<file path="src/rtl/grad_mag_pkg.sv">
// Shared constants and FSM encoding for the gradient-magnitude stage.
package grad_mag_pkg;

  localparam int GRAD_W = 20;          // packed {gx, gy}
  localparam int COMP_W = 10;          // one signed gradient component
  localparam int ADDR_W = 16;          // pixel address width
  localparam int MAG_W  = 8;           // saturated magnitude width
  localparam int SUM_W  = COMP_W + 1;  // |gx| + |gy| fits in 11 bits (max 1024)

  typedef enum logic [1:0] {
    IDLE  = 2'd0,
    RUN   = 2'd1,
    DRAIN = 2'd2,
    FIN   = 2'd3
  } state_t;

endpackage

</file>
<file path="src/rtl/grad_abs_sum.sv">
// Combinational |gx| + |gy| with an 8-bit saturated copy for the output memory.
module grad_abs_sum
  import grad_mag_pkg::*;
(
  input  logic [GRAD_W-1:0] grad_i,
  output logic [SUM_W-1:0]  mag_o,
  output logic [MAG_W-1:0]  sat_o
);

  localparam logic [SUM_W-1:0] ONE = SUM_W'(1);

  logic [SUM_W-1:0] gx_ext;
  logic [SUM_W-1:0] gy_ext;
  logic [SUM_W-1:0] gx_abs;
  logic [SUM_W-1:0] gy_abs;

  // Sign-extend to 11 bits first so that |-512| = 512 is representable.
  always_comb begin
    gx_ext = {grad_i[GRAD_W-1], grad_i[GRAD_W-1:COMP_W]};
    gy_ext = {grad_i[COMP_W-1], grad_i[COMP_W-1:0]};
    gx_abs = gx_ext[SUM_W-1] ? (~gx_ext + ONE) : gx_ext;
    gy_abs = gy_ext[SUM_W-1] ? (~gy_ext + ONE) : gy_ext;
    mag_o  = gx_abs + gy_abs;
    sat_o  = (|mag_o[SUM_W-1:MAG_W]) ? {MAG_W{1'b1}} : mag_o[MAG_W-1:0];
  end

endmodule

</file>
<file path="src/rtl/grad_mag.sv">
// Gradient magnitude stage: streams NPIX gradient words from memory, writes the
// saturated |gx|+|gy| back two cycles after each read, and counts edge pixels.
//
// Handshake: there is no backpressure. grad_rd/grad_addr issued in cycle k
// expect grad_di valid in cycle k+1; mag_wr/mag_addr/mag_do are presented in
// cycle k+2 and must be accepted by the magnitude memory in that cycle. start
// is a single-cycle pulse, honoured only when busy is low.
module grad_mag
  import grad_mag_pkg::*;
#(
  parameter int NPIX   = 65279,
  parameter int THRESH = 64
) (
  input  logic              clk,
  input  logic              reset,
  input  logic              start,
  output logic              grad_rd,
  output logic [ADDR_W-1:0] grad_addr,
  input  logic [GRAD_W-1:0] grad_di,
  output logic              mag_wr,
  output logic [ADDR_W-1:0] mag_addr,
  output logic [MAG_W-1:0]  mag_do,
  output logic [15:0]       edge_cnt,
  output logic              busy,
  output logic              done,
  output state_t            state_o
);

  localparam logic [ADDR_W-1:0] LAST_ADDR = ADDR_W'(NPIX - 1);
  localparam logic [SUM_W-1:0]  THR       = SUM_W'(THRESH);

  state_t            state_q;
  logic              rd_q;
  logic [ADDR_W-1:0] raddr_q;
  logic              v1_q;       // a read issued last cycle has data on grad_di now
  logic [ADDR_W-1:0] a1_q;       // address belonging to that data
  logic              wr_q;
  logic [ADDR_W-1:0] waddr_q;
  logic [MAG_W-1:0]  mag_q;
  logic [15:0]       cnt_q;
  logic              busy_q;
  logic              done_q;

  logic [SUM_W-1:0]  mag_sum;
  logic [MAG_W-1:0]  mag_sat;
  logic              last_wr;

  grad_abs_sum u_abs_sum (
    .grad_i (grad_di),
    .mag_o  (mag_sum),
    .sat_o  (mag_sat)
  );

  // Final write is on the output this cycle; the frame completes at the next edge.
  assign last_wr = (state_q == DRAIN) && wr_q && (waddr_q == LAST_ADDR);

  // Control FSM, read address generator and the two-stage write pipeline.
  always_ff @(posedge clk or negedge reset) begin
    if (!reset) begin
      state_q <= IDLE;
      rd_q    <= 1'b0;
      raddr_q <= '0;
      v1_q    <= 1'b0;
      a1_q    <= '0;
      wr_q    <= 1'b0;
      waddr_q <= '0;
      mag_q   <= '0;
      cnt_q   <= '0;
      busy_q  <= 1'b0;
      done_q  <= 1'b0;
    end else begin
      v1_q <= rd_q;
      a1_q <= raddr_q;
      wr_q <= v1_q;
      if (v1_q) begin
        waddr_q <= a1_q;
        mag_q   <= mag_sat;
        if ((mag_sum >= THR) && (cnt_q != 16'hFFFF)) begin
          cnt_q <= cnt_q + 16'd1;
        end
      end
      case (state_q)
        IDLE, FIN: begin
          // Pipeline is empty here, so clearing the count cannot race an increment.
          if (start) begin
            state_q <= RUN;
            rd_q    <= 1'b1;
            raddr_q <= '0;
            cnt_q   <= '0;
            done_q  <= 1'b0;
            busy_q  <= 1'b1;
          end
        end
        RUN: begin
          if (raddr_q == LAST_ADDR) begin
            rd_q    <= 1'b0;
            state_q <= DRAIN;
          end else begin
            raddr_q <= raddr_q + ADDR_W'(1);
          end
        end
        DRAIN: begin
          if (last_wr) begin
            state_q <= FIN;
            busy_q  <= 1'b0;
            done_q  <= 1'b1;
          end
        end
        default: state_q <= IDLE;
      endcase
    end
  end

  assign grad_rd   = rd_q;
  assign grad_addr = raddr_q;
  assign mag_wr    = wr_q;
  assign mag_addr  = waddr_q;
  assign mag_do    = mag_q;
  assign edge_cnt  = cnt_q;
  assign busy      = busy_q;
  assign done      = done_q;
  assign state_o   = state_q;

endmodule

</file>
<file path="config.mk">
export PLATFORM = sky130hd
export DESIGN_NAME = grad_mag
export DESIGN_NICKNAME = d
export VERILOG_FILES = /design/src/rtl/grad_mag_pkg.sv /design/src/rtl/grad_abs_sum.sv /design/src/rtl/grad_mag.sv
export SDC_FILE = /design/constraint.sdc
export NUM_CORES = 1
export LEC_CHECK = 0
export BUFFER_PORTS_ARGS = -buffer_cell sky130_fd_sc_hd__buf_2
export CAP_MARGIN = 20
export CORE_UTILIZATION = 51
export CTS_CLUSTER_SIZE = 8
export DETAILED_ROUTE_END_ITERATION = 16
export PLACE_DENSITY = 0.85
export SLEW_MARGIN = 0
export SYNTH_ARGS = -nofsm -noshare
export SYNTH_HDL_FRONTEND = slang
export SYNTH_HIERARCHICAL = 1
export SYNTH_SLANG_ARGS = --single-unit
</file>
<file path="constraint.sdc">
create_clock -name clk -period 1.65 [get_ports clk]
set_input_delay 0.33 -clock clk [delete_from_list [all_inputs] [get_ports clk]]
set_output_delay 0.33 -clock clk [all_outputs]
set_load 0.05 [all_outputs]
</file>
# Word-level counts from Yosys, hierarchy flattened
# Index checks and enable logic that the tools add are counted.
# word_totals
register_bits	79
inputBits	23
output_inout_bits	62
wordCells	63
# op_classes
add_sub_neg	5
magnitude_cmp	1
eq_ne	10
muxes	22
bitwise	2
reduce_logical	12
# ops
cell	n
16-bit 2-to-1 mux	6
16-bit by 1-bit adder with 16-bit output (second input constant)	2
16-bit equality test (second input constant)	2
16-bit case mux with 2 select lines	1
11-bit by 1-bit adder with 11-bit output (second input constant)	2
11-bit 2-to-1 mux	2
11-bit NOT	2
16-bit inequality test (second input constant)	1
3-bit AND reduction	4
11-bit adder	1
11-bit by 7-bit >= comparator with 1-bit output (second input constant)	1
8-bit 2-to-1 mux	1
2-bit inequality test (second input constant)	4
2-bit 2-to-1 mux	3
1-bit case mux with 2 select lines	3
2-bit case mux with 3 select lines	1
1-bit 2-to-1 mux	5
2-bit equality test (second input constant)	2
2-bit nonzero test	2
1-bit logical AND	3
3-bit OR reduction	1
2-bit by 1-bit equality test with 1-bit output (second input constant)	1
2-bit logical NOT	1
2-bit OR reduction	1

# Depth between registers and ports, before layout
# Gate-level depths: netlist (run 1).
# depth
depth_word	10
mapped_depth	17
depth_no_buf	16

# Hierarchy
# The synthesis (run 1) kept the hierarchy.
# modules_own_cells
mod	n_inst	cells_per_inst	area_each_um2	seq_area_each_um2
grad_mag	1	294	3534.6	1976.9
grad_abs_sum	1	130	967.2	0.0

# Least setup slack after synthesis (run 1)
# OpenSTA, ideal clock, no wires.
# synth_path
path_type	input -> register
startpoint	input grad_di[3]
endpoint	register cnt_q[6] (netlist: edge_cnt[6])
setup_time_ns	0.132
arrival_ns	3.361
required_ns	1.518
path_slack_ns	-1.843
path_stages	14
path_buffers	1
cell_sequence	or4_1 -> o21ai_0 -> xnor2_1 -> ha_1 -> a21oi_1 -> o22ai_1 -> a31o_2 -> or2_2 -> or4_4 -> o21ai_4 -> buf_6 -> nor4b_1 -> xnor2_1 -> nor2_1
# synth_via
elab_chain_cells	10
# synth_lines
element	line_no	text
from (decl)	grad_mag.sv:19	input logic [GRAD_W-1:0] grad_di,
11-bit NOT	grad_abs_sum.sv:22	gy_abs = gy_ext[SUM_W-1] ? (~gy_ext + ONE) : gy_ext;
11-bit by 1-bit adder with 11-bit output	grad_abs_sum.sv:22	
11-bit 2-to-1 mux *	grad_abs_sum.sv:22	
11-bit adder *	grad_abs_sum.sv:23	mag_o = gx_abs + gy_abs;
net mag_sum[8]	grad_mag.sv:44	logic [SUM_W-1:0] mag_sum;
11-bit by 7-bit >= comparator with 1-bit output *	grad_mag.sv:78	if ((mag_sum >= THR) && (cnt_q != 16'hFFFF)) begin
1-bit logical AND *	grad_mag.sv:78	
16-bit 2-to-1 mux *	grad_mag.sv:78	
16-bit 2-to-1 mux *	grad_mag.sv:75	if (v1_q) begin
16-bit 2-to-1 mux	grad_mag.sv:85	if (start) begin
16-bit 2-to-1 mux *	grad_mag.sv:82	case (state_q)
to (signal assigned)	grad_mag.sv:79	cnt_q <= cnt_q + 16'd1;
to (decl)	grad_mag.sv:40	logic [15:0] cnt_q;
# Mark *: on every way through the listed nets, which the timed path passes. The rest lies on a longest branch.
# A chain may end at the register's enable or synchronous reset.

# Worst setup path in the final report (run 1)
# layout_path
startpoint	input grad_di[0]
endpoint	register cnt_q[15] (netlist: edge_cnt[15])
# The elaborated chain is that of the path after synthesis.

==> impl_metrics.csv, run 1 <==
group,metric,value,unit
worst_setup_path,crit_fanout,4,
die,pin_count,85,
logic_synthesis,yosys_warnings,6,
die,fp.dieArea,9190,sq um
global_route,grt_first_pass_wirelength,19100,um
logic_synthesis,syn_inst,422,
worst_setup_path,crit_type,"input pin to register",
sta,fin_ws,-1.71,ns
worst_setup_path,slowest_stage,"or4_4",
die,initial_core_util,53.6,%
global_route,grt_max_degree,34,
job,cap_violations,0,
clock_network,cts_buffers,9,
die,die_w,95.9,um
worst_setup_path,endpoint_kind,"register",
clock_network,cts_tree,"built",
worst_setup_path,crit_required,1.93,ns
sta,slew_headroom,66.9,%
pwr,p_leak,3.15,nW
cells_and_area,fin_nets,660,
worst_setup_path,critical_path_buf_inv_count,4,
run_status,violations,"setup timing",
sta,fin_crit_sh,204,%
routing,wl_per_cell,17.6,um
worst_setup_path,crit_path_max_incr_delay,0.55,ns
global_route,first_global_vias,4049,
cells_and_area,layout-drive-gt1-share,54.3,%
logic_synthesis,syn_area,4490,sq um
worst_setup_path,setup.worst_path.start,"grad_di[0]",
global_route,grtUsageTotal,27.1,%
run_status,status,"complete, but fails checks",
die,coreArea,8380,sq um
routing,firstDrtPassIters,4,
die,num_rows,33,
clock_network,clock_latency,0.35,ns
placement,gp_congestion,0.888,
sta,timing.hold.ws,0.388,ns
routing,drt-total-wl,12800,um
routing,vias,4102,
cells_and_area,antenna_cells,0,
routing,dr.first_iter.drc_count,184,
worst_setup_path,endpoint,"edge_cnt[15]",
die,die_h,95.9,um
cells_and_area,design_area,6560,sq um
pwr,power.density,1160,nW/um^2
placement,place_area,5830,sq um
clock_network,h-tree-depth,3,
worst_setup_path,reg2reg_to,"edge_cnt[10]",
worst_setup_path,worstRegToRegCells,6,
worst_setup_path,ff2ff_setup_slack,-0.11,ns
clock_network,clock_sinks,79,
sta,tightest_slew,0.490,ns
worst_setup_path,worstPathArrival,3.64,ns
cells_and_area,syn_to_final_growth,45.9,%
cells_and_area,post-route-util,78.2,%
sta,skew,0.0169,ns
routing,antenna_left,0,
worst_setup_path,crit_cells,17,
logic_synthesis,synth_fp_nets,464,
worst_setup_path,cp-start-kind,"input pin",
clock_network,clockBufferDepth,2,
worst_setup_path,critPathTopFamily,"simple AND/OR/NAND/NOR gates",
clock_network,clock-root-buffer,"clkbuf_8",
sta,setup_viol,37,
clock_network,path_clk_slew,0.10,ns
worst_setup_path,timing.rr.start,"edge_cnt[0]",
sta,max_freq,297,MHz
sta,fin_tns_setup,-37.71,ns
logic_synthesis,avgSynthCellArea,10.7,sq um
hold_path,hold_path.class,"input pin to register",
sta,hold_viol,0,
global_route,grt-ovfl-total,0,
placement,hpwl,8490,um
sta,fin_crit,3.36,ns
placement,port_buffers,84,
routing,drt-vias-per-instance,5.63,
global_route,antenna_found_initial,0,
pwr,ir_drop,1.02,mV
sta,slew_violations,0,
routing,drc,0,
worst_setup_path,path_cells,"buf_6, inv_1, ha_1, nand2b_1, o41ai_2, xnor2_1, ha_1, or3_1, o211ai_1, xor2_1, inv_1, or4_4, o21ai_4, buf_4, nor4_4, and3_1, nor3_2",
sta,rsz0062_at_grt,"true",
## flip-flops by register name (all words and copies together), names as in the netlist
register and cells:
edge_cnt 16, state_o 2, a1_q 16, mag_wr 1
mag_do 8, v1_q 1, mag_addr 16, done 1
grad_rd 1, grad_addr 16, busy 1
## tightest hold or removal path, stage by stage
cell and delay, ns:
buf_2 0.14, o21ai_0 0.16, a21oi_1 0.07
## cell usage in the layout, fill, tap and decap left out, types with 4 or more instances in the layout
cell type  count
nor3_1         6
a21oi_4        4
buf_4         95
a21oi_1       10
nand2_1       29
nor4_4         7
clkbuf_8       9
o21ai_0        7
xnor2_1       43
dfrtp_2       27
nand2b_1       9
o21ai_2        7
buf_6         17
dfrtp_1       52
ha_4           4
and3_1         4
nor2_1        35
ha_1          13
inv_2          4
nor4_1         7
a21oi_2        4
o211ai_1       7
nand3_1        8
nand4_1        7
inv_1         14
mux2_2        19
o22ai_1        4
buf_2         80
mux2_4         6
## power by group
group          switching (mW)  internal, mW  leakage, nW
logic                    2.26          1.65         2.07
clock network           0.745         0.562       0.0866
registers               0.190          2.19        0.990
## repair_timing
| action | CTS | global route |
|---|---|---|
| hold buffers | 1 | 0 |
| gates cloned | 0 | 0 |
| pin swaps | 18 | 28 |
| buffers inserted | 22 | 9 |
| endpoints found under the setup margin | 34 | 44 |
| endpoints found under the hold margin | 30 | 0 |
| gates resized for setup | 30 | 47 |
## per-stage QoR
stage / power (mW) / worst slack (ns) / cells
after floorplan: 4.59 / -1.75 / 422
after global routing: 7.95 / -1.78 / 728
final: 7.60 / -1.71 / 728
after global placement: 5.55 / -1.83 / 690
after detailed placement: 5.64 / -1.96 / 690
after CTS: 7.28 / -1.48 / 721
## layer usage
metal  part of all wire (%)  global-route usage, %  vias up
met5                      0                      0        -
met4                    2.7                   10.2        0
met3                    4.1                   4.42       35
met2                     52                   47.6      127
met1                     41                   33.6     2017
li1                       -                      -     1923
## cell type report
class / instances / area [sq um]
Clock buffer: 9 / 124
Clock inverter: 7 / 55.1
Fill cell: 510 / 1820
Inverter: 18 / 67.6
Multi-Input combinational cell: 315 / 2810
Sequential cell: 79 / 2010
Tap cell: 105 / 131
Timing Repair Buffer: 195 / 1360
## how the worst min path moves through the flow
stage	start	endpoint	slack (ns)	depth (start not counted)
after CTS	start	done	0.37	3
final	start	done	0.39	3
after detailed placement	reset	state_o[0]	0.31	1
after global placement	reset	done	0.30	1
after global routing	start	done	0.38	3
after floorplan	reset	a1_q[0]	0.03	0
Power figures use the tool's default switching activity.
==> run 2, diff against run 1 <==
--- a/config.mk
+++ b/config.mk
@@ -5,12 +5,12 @@
 export SDC_FILE = /design/constraint.sdc
 export NUM_CORES = 1
 export LEC_CHECK = 0
-export BUFFER_PORTS_ARGS = -buffer_cell sky130_fd_sc_hd__buf_2
-export CAP_MARGIN = 20
-export CORE_UTILIZATION = 51
+export CORE_UTILIZATION = 55
 export CTS_CLUSTER_SIZE = 8
 export DETAILED_ROUTE_END_ITERATION = 16
-export PLACE_DENSITY = 0.85
+export DONT_BUFFER_PORTS = 1
+export PLACE_DENSITY = 0.81
+export SKIP_LAST_GASP = 1
 export SLEW_MARGIN = 0
 export SYNTH_ARGS = -nofsm -noshare
 export SYNTH_HDL_FRONTEND = slang
==> impl_metrics.csv, run 2 (synthesized netlist as in run 1, its figures left out) <==
group,metric,value,unit
global_route,grt-ovfl-total,0,
routing,firstDrtPassIters,4,
clock_network,clock_sinks,79,
routing,drt-total-wl,11200,um
pwr,power.density,1220,nW/um^2
cells_and_area,fin_nets,578,
sta,skew,0.0126,ns
pwr,p_leak,2.69,nW
sta,fin_ws,-1.64,ns
clock_network,h-tree-depth,3,
sta,slew_headroom,59.3,%
worst_setup_path,endpoint_kind,"register",
die,die_h,92.4,um
routing,drt-vias-per-instance,5.75,
sta,fin_crit,3.29,ns
placement,place_area,5490,sq um
sta,timing.hold.ws,-0.341,ns
clock_network,clock-root-buffer,"clkbuf_8",
job,cap_violations,0,
die,coreArea,7810,sq um
run_status,status,"complete, but fails checks",
global_route,first_global_vias,3714,
cells_and_area,design_area,5980,sq um
pwr,ir_drop,0.964,mV
worst_setup_path,cp-start-kind,"input pin",
global_route,grt_max_degree,80,
sta,hold_viol,79,
cells_and_area,fillers,488,
worst_setup_path,worstPathArrival,3.53,ns
clock_network,path_clk_slew,0.09,ns
die,num_rows,32,
sta,fin_crit_sh,200,%
clock_network,cts_buffers,9,
global_route,grt_first_pass_wirelength,17900,um
global_route,antenna_found_initial,0,
sta,slew_violations,0,
placement,hpwl,8000,um
placement,port_buffers,0,
sta,rsz0062_at_grt,"true",
worst_setup_path,crit_type,"input pin to register",
cells_and_area,antenna_cells,0,
hold_path,hold_path.class,"input pin to async pin",
routing,vias,3697,
clock_network,clockBufferDepth,2,
sta,tightest_slew,0.602,ns
clock_network,clock_latency,0.35,ns
routing,drc,0,
placement,place_ws,-1.88,ns
die,pin_count,85,
run_status,violations,"hold timing, setup timing",
die,initial_core_util,57.6,%
cells_and_area,syn_to_final_growth,33.1,%
cells_and_area,final_cells,643,
worst_setup_path,crit_fanout,11,
worst_setup_path,crit_required,1.89,ns
routing,wl_per_cell,17.4,um
global_route,grtUsageTotal,26.5,%
clock_network,cts_tree,"built",
sta,max_freq,304,MHz
die,fp.dieArea,8540,sq um
cells_and_area,layout-drive-gt1-share,46.2,%
placement,dpl.cell_count,616,
pwr,total_power,7.31,mW
routing,antenna_left,0,
cells_and_area,layout_common_cells,"buf_4 (108), dfrtp_1 (52), xnor2_1 (42)",
die,die_w,92.4,um
sta,setup_viol,33,
routing,dr.first_iter.drc_count,102,
placement,gp_congestion,0.897,
cells_and_area,layout.cells.most_common,"buf_4",
run 2: changes by cell type in the layout (fill, tap and decap cells not counted), sizes merged:
cell,change
buf,-81
clkinv,-2
clkinvlp,+2
bufinv,+1
dlygate4sd3,-1
inv,-1
run 2: report_power, final:
group	switching, mW	internal (mW)
registers	0.452	2.19
clock network	0.769	0.714
logic	1.79	1.40
total	3.01	4.30
run 2: path summary, 6_finish.rpt:
kind	start	slack, ns	endpoint	cells after the start
max in group asynchronous	reset	1.85	mag_addr[8]	0
worst min register to register	grad_addr[4]	0.43	a1_q[4]	0
min in group clk	start	0.22	state_o[1]	2
worst min-delay path	reset	-0.34	edge_cnt[13]	0
worst max register to register	edge_cnt[0]	-0.21	edge_cnt[13]	7
worst max-delay path	grad_di[11]	-1.64	edge_cnt[8]	16
run 2: layout make-up:
class	instances	area (sq um)	share of cell area, %
multi-input cells	315	2700	45.1
flip-flops and latches	79	2010	33.6
repair buffers	113	876	14.6
well taps	102	128	2.13
clock buffers	9	124	2.07
clock inverters	7	80.1	1.34
inverters	18	67.6	1.13
run 2: metal layers:
layer	global-route usage [%]	up-vias	routed length, um
met5	0	-	0
met4	8.20	0	209
met3	6.57	22	618
met2	45.8	105	5890
met1	32.7	1828	4480
li1	-	1742	-
run 2: timing repair:
| item | in CTS | in global routing |
|---|---|---|
| setup buffers | 5 | 7 |
| hold endpoints to repair | 79 | 79 |
| endpoints found under the setup margin | 41 | 43 |
| gates resized for setup | 11 | 29 |
| pin swaps | 8 | 15 |
run 2: through the flow:
stage	util [%]	TNS, ns
floorplan	-	-38.27
global placement	70.3	-38.99
detailed placement	70.3	-41.25
CTS	74.1	-29.81
global route	76.6	-37.61
finish	76.6	-35.26
run 2: worst max-delay path: stages:
cell,delay (ns)
inv_1,0.08
nand2_1,0.11
o41ai_1,0.52
xnor2_1,0.16
ha_1,0.27
buf_4,0.15
a21oi_1,0.29
nand2_1,0.15
xnor2_1,0.21
inv_1,0.06
or4_4,0.52
o21ai_4,0.23
buf_12,0.16
nor4_1,0.06
xnor2_1,0.17
nor2_1,0.06
